<file path="src/rtl/ahb_pkg.sv">
// Shared AHB-Lite encodings and limits for the two-master arbiter.
package ahb_pkg;

    // HTRANS encodings
    localparam logic [1:0] IDLE   = 2'b00;
    localparam logic [1:0] BUSY   = 2'b01;
    localparam logic [1:0] NONSEQ = 2'b10;
    localparam logic [1:0] SEQ    = 2'b11;

    // HSIZE encodings
    localparam logic [2:0] BYTE = 3'b000;
    localparam logic [2:0] HALF = 3'b001;
    localparam logic [2:0] WORD = 3'b010;

    // Hold counter limits: HOLD_MAX must fit the 4-bit owner counter
    localparam int HOLD_MAX_MIN   = 1;
    localparam int HOLD_MAX_LIMIT = 15;
    localparam int CNT_W          = 4;

    // NONSEQ and SEQ both carry HTRANS[1] = 1; IDLE and BUSY do not
    function automatic logic is_active(input logic [1:0] htrans);
        return htrans[1];
    endfunction

endpackage

</file>
<file path="src/rtl/ahb_arb_input_stage.sv">
// One-entry input stage for one master. A transfer presented while this
// master is not being granted is parked in the hold register and the
// master is stalled (via its HREADY) until the arbiter issues it.
module ahb_arb_input_stage
    import ahb_pkg::*;
#(
    parameter int AW = 32
) (
    input  logic          clk_i,
    input  logic          rst_i,
    input  logic [AW-1:0] haddr_i,
    input  logic [1:0]    htrans_i,
    input  logic          hwrite_i,
    input  logic [2:0]    hsize_i,
    input  logic          hready_i,    // this master's HREADY as driven by the arbiter
    input  logic          sel_i,       // arbiter grants this master this cycle
    input  logic          s_hready_i,  // bus-side ready
    output logic          req_o,
    output logic          pend_o,
    output logic [AW-1:0] addr_o,
    output logic [1:0]    trans_o,
    output logic          write_o,
    output logic [2:0]    size_o
);

    logic          pend_q, pend_d;
    logic [AW-1:0] addr_q, addr_d;
    logic [1:0]    trans_q, trans_d;
    logic          write_q, write_d;
    logic [2:0]    size_q, size_d;
    logic          live;
    logic          capture;
    logic          clear;

    // Request detection and capture/clear decisions. Capture needs a live
    // transfer (HREADY = 1 to the master) while clear needs pend_q, which
    // forces that HREADY low unless this master owns the data phase; in
    // that case the transfer is live only with s_hready_i = 1, and capture
    // then requires !sel_i, so the two never coincide.
    always_comb begin
        live    = is_active(htrans_i) & hready_i;
        capture = live & ~(sel_i & s_hready_i);
        clear   = sel_i & s_hready_i & pend_q;
        pend_d  = pend_q;
        addr_d  = addr_q;
        trans_d = trans_q;
        write_d = write_q;
        size_d  = size_q;
        if (capture) begin
            pend_d  = 1'b1;
            addr_d  = haddr_i;
            trans_d = htrans_i;
            write_d = hwrite_i;
            size_d  = hsize_i;
        end else if (clear) begin
            pend_d = 1'b0;
        end
    end

    // Hold register and pend flag
    always_ff @(posedge clk_i) begin
        if (rst_i) begin
            pend_q  <= 1'b0;
            addr_q  <= '0;
            trans_q <= IDLE;
            write_q <= 1'b0;
            size_q  <= BYTE;
        end else begin
            pend_q  <= pend_d;
            addr_q  <= addr_d;
            trans_q <= trans_d;
            write_q <= write_d;
            size_q  <= size_d;
        end
    end

    // Issued attributes: buffered copy takes precedence over live inputs
    always_comb begin
        req_o   = pend_q | live;
        pend_o  = pend_q;
        addr_o  = pend_q ? addr_q  : haddr_i;
        trans_o = pend_q ? trans_q : htrans_i;
        write_o = pend_q ? write_q : hwrite_i;
        size_o  = pend_q ? size_q  : hsize_i;
    end

endmodule

</file>
<file path="src/rtl/ahb_lite_master_arbiter.sv">
// Two-master AHB-Lite arbiter in front of a single bus-system port.
// The current owner keeps the bus while it requests, but once it has had
// HOLD_MAX accepted transfers with the other master waiting, the other
// master wins the next address-phase boundary. Grant never moves while a
// data phase is being stretched by the slave.
//
// Handshake: a master transfer is accepted at a rising HCLK edge where it
// drives NONSEQ/SEQ and sees its own Mx_HREADY = 1; a bus transfer is
// accepted at an edge where S_HTRANS is non-IDLE and S_HREADY = 1.
module ahb_lite_master_arbiter
    import ahb_pkg::*;
#(
    parameter int HOLD_MAX = 4,
    parameter int AW       = 32,
    parameter int DW       = 32
) (
    input  logic          HCLK,
    input  logic          HRESET,
    input  logic [AW-1:0] M0_HADDR,
    input  logic [1:0]    M0_HTRANS,
    input  logic          M0_HWRITE,
    input  logic [2:0]    M0_HSIZE,
    input  logic [DW-1:0] M0_HWDATA,
    output logic          M0_HREADY,
    output logic [DW-1:0] M0_HRDATA,
    input  logic [AW-1:0] M1_HADDR,
    input  logic [1:0]    M1_HTRANS,
    input  logic          M1_HWRITE,
    input  logic [2:0]    M1_HSIZE,
    input  logic [DW-1:0] M1_HWDATA,
    output logic          M1_HREADY,
    output logic [DW-1:0] M1_HRDATA,
    output logic [AW-1:0] S_HADDR,
    output logic [1:0]    S_HTRANS,
    output logic          S_HWRITE,
    output logic [2:0]    S_HSIZE,
    output logic [DW-1:0] S_HWDATA,
    input  logic          S_HREADY,
    input  logic [DW-1:0] S_HRDATA,
    output logic          GNT
);

    // Out-of-range HOLD_MAX values are clamped into the counter's range
    localparam int HOLD_EFF = (HOLD_MAX > HOLD_MAX_LIMIT) ? HOLD_MAX_LIMIT :
                              (HOLD_MAX < HOLD_MAX_MIN)   ? HOLD_MAX_MIN   : HOLD_MAX;
    localparam logic [CNT_W-1:0] HOLD_LIM = CNT_W'(HOLD_EFF);

    logic             req0, req1, pend0, pend1;
    logic [AW-1:0]    addr0, addr1;
    logic [1:0]       trans0, trans1;
    logic             write0, write1;
    logic [2:0]       size0, size1;

    logic             own_q, own_d;
    logic [CNT_W-1:0] cnt_q, cnt_d;
    logic             gnt_q;
    logic             dvalid_q, dvalid_d;
    logic             downer_q, downer_d;
    logic             gnt, req_gnt, req_own, req_oth;
    logic [1:0]       trans_g;

    ahb_arb_input_stage #(.AW(AW)) u_stage0 (
        .clk_i(HCLK), .rst_i(HRESET),
        .haddr_i(M0_HADDR), .htrans_i(M0_HTRANS), .hwrite_i(M0_HWRITE), .hsize_i(M0_HSIZE),
        .hready_i(M0_HREADY), .sel_i(~gnt), .s_hready_i(S_HREADY),
        .req_o(req0), .pend_o(pend0),
        .addr_o(addr0), .trans_o(trans0), .write_o(write0), .size_o(size0)
    );

    ahb_arb_input_stage #(.AW(AW)) u_stage1 (
        .clk_i(HCLK), .rst_i(HRESET),
        .haddr_i(M1_HADDR), .htrans_i(M1_HTRANS), .hwrite_i(M1_HWRITE), .hsize_i(M1_HSIZE),
        .hready_i(M1_HREADY), .sel_i(gnt), .s_hready_i(S_HREADY),
        .req_o(req1), .pend_o(pend1),
        .addr_o(addr1), .trans_o(trans1), .write_o(write1), .size_o(size1)
    );

    // Grant selection: frozen while an issued data phase is stretched,
    // otherwise owner priority bounded by the hold counter.
    always_comb begin
        req_own = own_q ? req1 : req0;
        req_oth = own_q ? req0 : req1;
        if (!S_HREADY && dvalid_q) begin
            gnt = gnt_q;
        end else if (req_own && !(req_oth && cnt_q == HOLD_LIM)) begin
            gnt = own_q;
        end else if (req_oth) begin
            gnt = ~own_q;
        end else begin
            gnt = own_q;
        end
        req_gnt = gnt ? req1 : req0;
    end

    // Next owner, hold count and data-phase tracking at accepted boundaries
    always_comb begin
        own_d    = own_q;
        cnt_d    = cnt_q;
        dvalid_d = dvalid_q;
        downer_d = downer_q;
        if (S_HREADY) begin
            dvalid_d = req_gnt;
            downer_d = gnt;
            if (req_gnt) begin
                if (gnt == own_q) begin
                    cnt_d = (cnt_q == HOLD_LIM) ? cnt_q : cnt_q + CNT_W'(1);
                end else begin
                    own_d = gnt;
                    cnt_d = CNT_W'(1);
                end
            end
        end
    end

    // Arbiter state registers; reset drops any in-flight data phase
    always_ff @(posedge HCLK) begin
        if (HRESET) begin
            own_q    <= 1'b0;
            cnt_q    <= '0;
            gnt_q    <= 1'b0;
            dvalid_q <= 1'b0;
            downer_q <= 1'b0;
        end else begin
            own_q    <= own_d;
            cnt_q    <= cnt_d;
            gnt_q    <= gnt;
            dvalid_q <= dvalid_d;
            downer_q <= downer_d;
        end
    end

    // Slave-side address phase; a SEQ that starts a new ownership run is
    // not a continuation from the slave's point of view, so it becomes NONSEQ
    always_comb begin
        trans_g  = gnt ? trans1 : trans0;
        S_HADDR  = gnt ? addr1  : addr0;
        S_HWRITE = gnt ? write1 : write0;
        S_HSIZE  = gnt ? size1  : size0;
        S_HTRANS = IDLE;
        if (req_gnt) begin
            case (trans_g)
                BUSY:    S_HTRANS = IDLE;
                SEQ:     S_HTRANS = (gnt != own_q) ? NONSEQ : SEQ;
                default: S_HTRANS = trans_g;
            endcase
        end
    end

    // Data phase routing and per-master ready
    always_comb begin
        S_HWDATA  = downer_q ? M1_HWDATA : M0_HWDATA;
        M0_HRDATA = S_HRDATA;
        M1_HRDATA = S_HRDATA;
        M0_HREADY = (dvalid_q && !downer_q) ? S_HREADY : ~pend0;
        M1_HREADY = (dvalid_q &&  downer_q) ? S_HREADY : ~pend1;
        GNT       = gnt;
    end

endmodule

</file>
<file path="config.mk">
export PLATFORM = sky130hd
export DESIGN_NAME = ahb_lite_master_arbiter
export DESIGN_NICKNAME = d
export VERILOG_FILES = /design/src/rtl/ahb_pkg.sv /design/src/rtl/ahb_arb_input_stage.sv /design/src/rtl/ahb_lite_master_arbiter.sv
export SDC_FILE = /design/constraint.sdc
export NUM_CORES = 1
export LEC_CHECK = 0
export BUFFER_PORTS_ARGS = -buffer_cell sky130_fd_sc_hd__buf_2
export CAP_MARGIN = 20
export CORE_UTILIZATION = 35
export CTS_CLUSTER_DIAMETER = 150
export CTS_CLUSTER_SIZE = 20
export DETAILED_ROUTE_END_ITERATION = 8
export GPL_TIMING_DRIVEN = 1
export PLACE_DENSITY = 0.69
export SETUP_SLACK_MARGIN = 0.02
export SLEW_MARGIN = 20
export SYNTH_ARGS = -nofsm -noshare
export SYNTH_HDL_FRONTEND = slang
export SYNTH_SLANG_ARGS = --single-unit
export TNS_END_PERCENT = 1
</file>
<file path="constraint.sdc">
create_clock -name HCLK -period 1.85 [get_ports HCLK]
set_input_delay 0.0925 -clock HCLK [delete_from_list [all_inputs] [get_ports HCLK]]
set_output_delay 0.0925 -clock HCLK [all_outputs]
set_load 0.005 [all_outputs]
</file>
==> results.cfg <==
[sta]
worstMarginPinSlew_ps = 494
finalHoldViolCount = 0
slew-limit-headroom = 0.671
rsz0062_at_grt = yes
setup_viol = 120
finalCriticalPeriod_ps = 2350
whs_ps = 13.9
fin_skew_ps = 7.13
max_freq_mhz = 426
timing.final.crit_share = 1.27
fin_ws_ps = -500
slew_violations = 0

[worst_setup_path]
cp_slowest_stage_delay_ps = 550
critPathSlowestCell = or4b_4
cp_max_fo = 13
arrival_ps = 2260
startpoint = downer_q$_SDFFE_PP0P_
reg2reg_to = u_stage1.write_q$_SDFFE_PP0P_
startpoint_type = flip-flop
r2r_start = cnt_q[0]$_SDFFE_PP0P_
ff2ff_setup_slack_ps = -240
cp.required_ps = 1760
crit_type = flip-flop to output pin
cp-end-kind = output pin
worstSetupEndpoint = S_HADDR[30]
reg2reg_depth = 10
crit_path_cell_trace = or4b_4, nand2_4, o21a_4, o22a_4, buf_8, mux2i_1, buf_2

[place]
hpwl_um = 12200
dp_cells = 1019
dpl_worst_slack_ps = -345
portBuffers = 215
gp_congestion = 0.802

[yosys]
ys_async_sr_fraction = 0
synthCells = 647
ys_seq_area_frac = 0.277
syn_avg_cell_area_um2 = 9.60
synth_edf_count = 0
ys_ff_latch = 86
synthFlopType = dfxtp_1
ys_warn_count = 0
syn_area_um2 = 6210
syn-num-nets = 824
ys_types = 47

[die]
die_h_um = 135
ioPinCount = 312
core_um2 = 17300
start_util = 0.359
row_count = 48
die-area_um2 = 18300
die_w_um = 135

[clock_tree]
clk_latency_ps = 340
cts_tree = built
cts_made_buffers = 9
cts.clk_slew.worst_paths_ps = 60
cts_sinks = 86
cts_buffer_depth = 2
h-tree-depth = 3
cts_root_buf = clkbuf_16

[hold_path]
hp-class = input pin to flip-flop
hold_depth = 3

[routing]
wl_met3_um = 860
routedWlPerCell_um = 15.6
ant_nets = 0
routed_wl_um = 16300
wl_met1_um = 7070
vias = 4876
dr_wl_met2_um = 7870
vias_per_cell = 4.67
drt_pass1_iterations = 6
drc = 0
drt_iter0_drc = 127
highest_layer = met4

[global_route]
grt_max_degree = 57
grt_pass1_vias = 4784
grtUsageTotal = 0.176
antenna_found_initial = 0
grt_pass1_wl_um = 24800
grt.overflow.total = 0

[final_layout]
syn_to_final_growth_pct = 26.0
fillers = 1662
finalNetCount = 992
insertedDiodeCount = 0
layout-drive-gt1-share = 0.423
stdcell_count = 1045

[status]
outcome = finished, violations left
violations = setup timing

[pwr]
design_power_total_mw = 6.12
peakVddDrop_uv = 484
power_leakage_nw = 3.43
p_per_area_nw_per_um2 = 782

[job]
max_cap_viol_count = 0
[cells in the final DEF (no fill, tap or decap), types with 2 or more instances in the layout]
| cell type | instances |
|---|---|
| a211oi_1 | 2 |
| a21oi_1 | 7 |
| a31oi_1 | 3 |
| buf_12 | 8 |
| buf_2 | 214 |
| buf_4 | 37 |
| buf_6 | 4 |
| bufinv_16 | 2 |
| clkbuf_16 | 10 |
| clkbuf_8 | 2 |
| dfxtp_1 | 80 |
| dfxtp_2 | 5 |
| dlygate4sd3_1 | 3 |
| inv_1 | 2 |
| inv_2 | 2 |
| mux2_2 | 33 |
| mux2i_1 | 181 |
| mux2i_2 | 2 |
| nand2_1 | 2 |
| nand2b_1 | 154 |
| nand3_1 | 11 |
| nand3b_1 | 2 |
| nand4b_1 | 3 |
| nor2_1 | 5 |
| nor3_1 | 3 |
| o21ai_0 | 3 |
| o21ai_1 | 2 |
| or2_2 | 3 |
[kinds of logic (layout without fill, tap and decap cells)]
group,after synthesis,in the layout,share of synthesized area
compound gates,31,31,0.0393
xor+xnor,1,1,0.00141
fa+ha+maj,2,2,0.00403
buf+inv,116,289,0.128
flops,86,86,0.277
mux,216,216,0.355
simple gates,195,195,0.195
[where the power goes]
group	internal, mW	switching (mW)
Clock	1.26	0.783
Combinational	1.07	0.890
Sequential	2.02	0.0970
[state kept, by name (all words and copies together), names as in the netlist, 2 cells and up]
signal	flops
cnt_q	4
u_stage0.addr_q	32
u_stage0.size_q	3
u_stage0.trans_q	2
u_stage1.addr_q	32
u_stage1.size_q	3
u_stage1.trans_q	2
[how the worst min path moves through the flow]
stage / slack [ps] / end / start
finish: 10 / u_stage1.addr_q[1]$_SDFFE_PP0P_ / M1_HADDR[1]
global route: 20 / u_stage1.addr_q[31]$_SDFFE_PP0P_ / M1_HADDR[31]
CTS: 0.9 / u_stage0.addr_q[15]$_SDFFE_PP0P_ / M0_HADDR[15]
detailed placement: 190 / M0_HRDATA[1] / S_HRDATA[1]
global placement: 190 / M0_HRDATA[1] / S_HRDATA[1]
floorplan: 250 / u_stage1.addr_q[25]$_SDFFE_PP0P_ / M1_HADDR[25]
[per-layer routing]
layer / up-vias / global-route usage
li1: 2491 / -
met1: 2207 / 0.210
met2: 132 / 0.303
met3: 46 / 0.0329
met4: 0 / 0.0874
met5: - / 0
[cell type report]
class	instances	area [um2]	share of cell area
Multi-Input combinational cell	445	3810	0.487
Sequential cell	86	1730	0.221
Timing Repair Buffer	269	1650	0.211
Tap cell	225	282	0.0360
Clock buffer	11	253	0.0323
Clock inverter	5	81.3	0.0104
Inverter	4	15.0	0.00192
[synth_stat cells, types with 4 or more instances]
cell type    n  share of area
buf_4       66          0.080
mux2_2      33          0.060
inv_1        4         0.0024
buf_2        7         0.0056
mux2i_1    183           0.29
nor3_1       5         0.0040
dfxtp_1     86           0.28
buf_6        8          0.015
a21oi_1      8         0.0064
o21ai_0      5         0.0040
nand2b_1   154           0.16
nand3_1     11         0.0089
clkbuf_1    25          0.015
nor2_1       6         0.0036
[stage by stage]
step	setup TNS [ps]	util	instance area, um2
global route	-40810	0.453	7830
CTS	-29850	0.450	7780
floorplan	-966	-	6260
detailed placement	-14840	0.419	7250
finish	-33010	0.453	7830
global placement	-14260	0.419	7250
[worst max-delay path: cells and delay by family, from the launching register on]
kind                   cells  cell delay, ps
flip-flops                 1             350
AND/OR/NAND/NOR            2             630
multiplexers               1             210
buffers and inverters      2             340
AO/OA/AOI/OAI              2             380
[repair_timing]
action | in CTS | in global routing
hold endpoints to repair | 3 | 0
buffers inserted | 5 | 0
hold buffers | 3 | 0
gates cloned | 1 | 1
gates resized for setup | 20 | 5
setup endpoints to repair | 152 | 126
pin swaps | 13 | 6
Note: power is estimated with default switching activity, not from simulation.
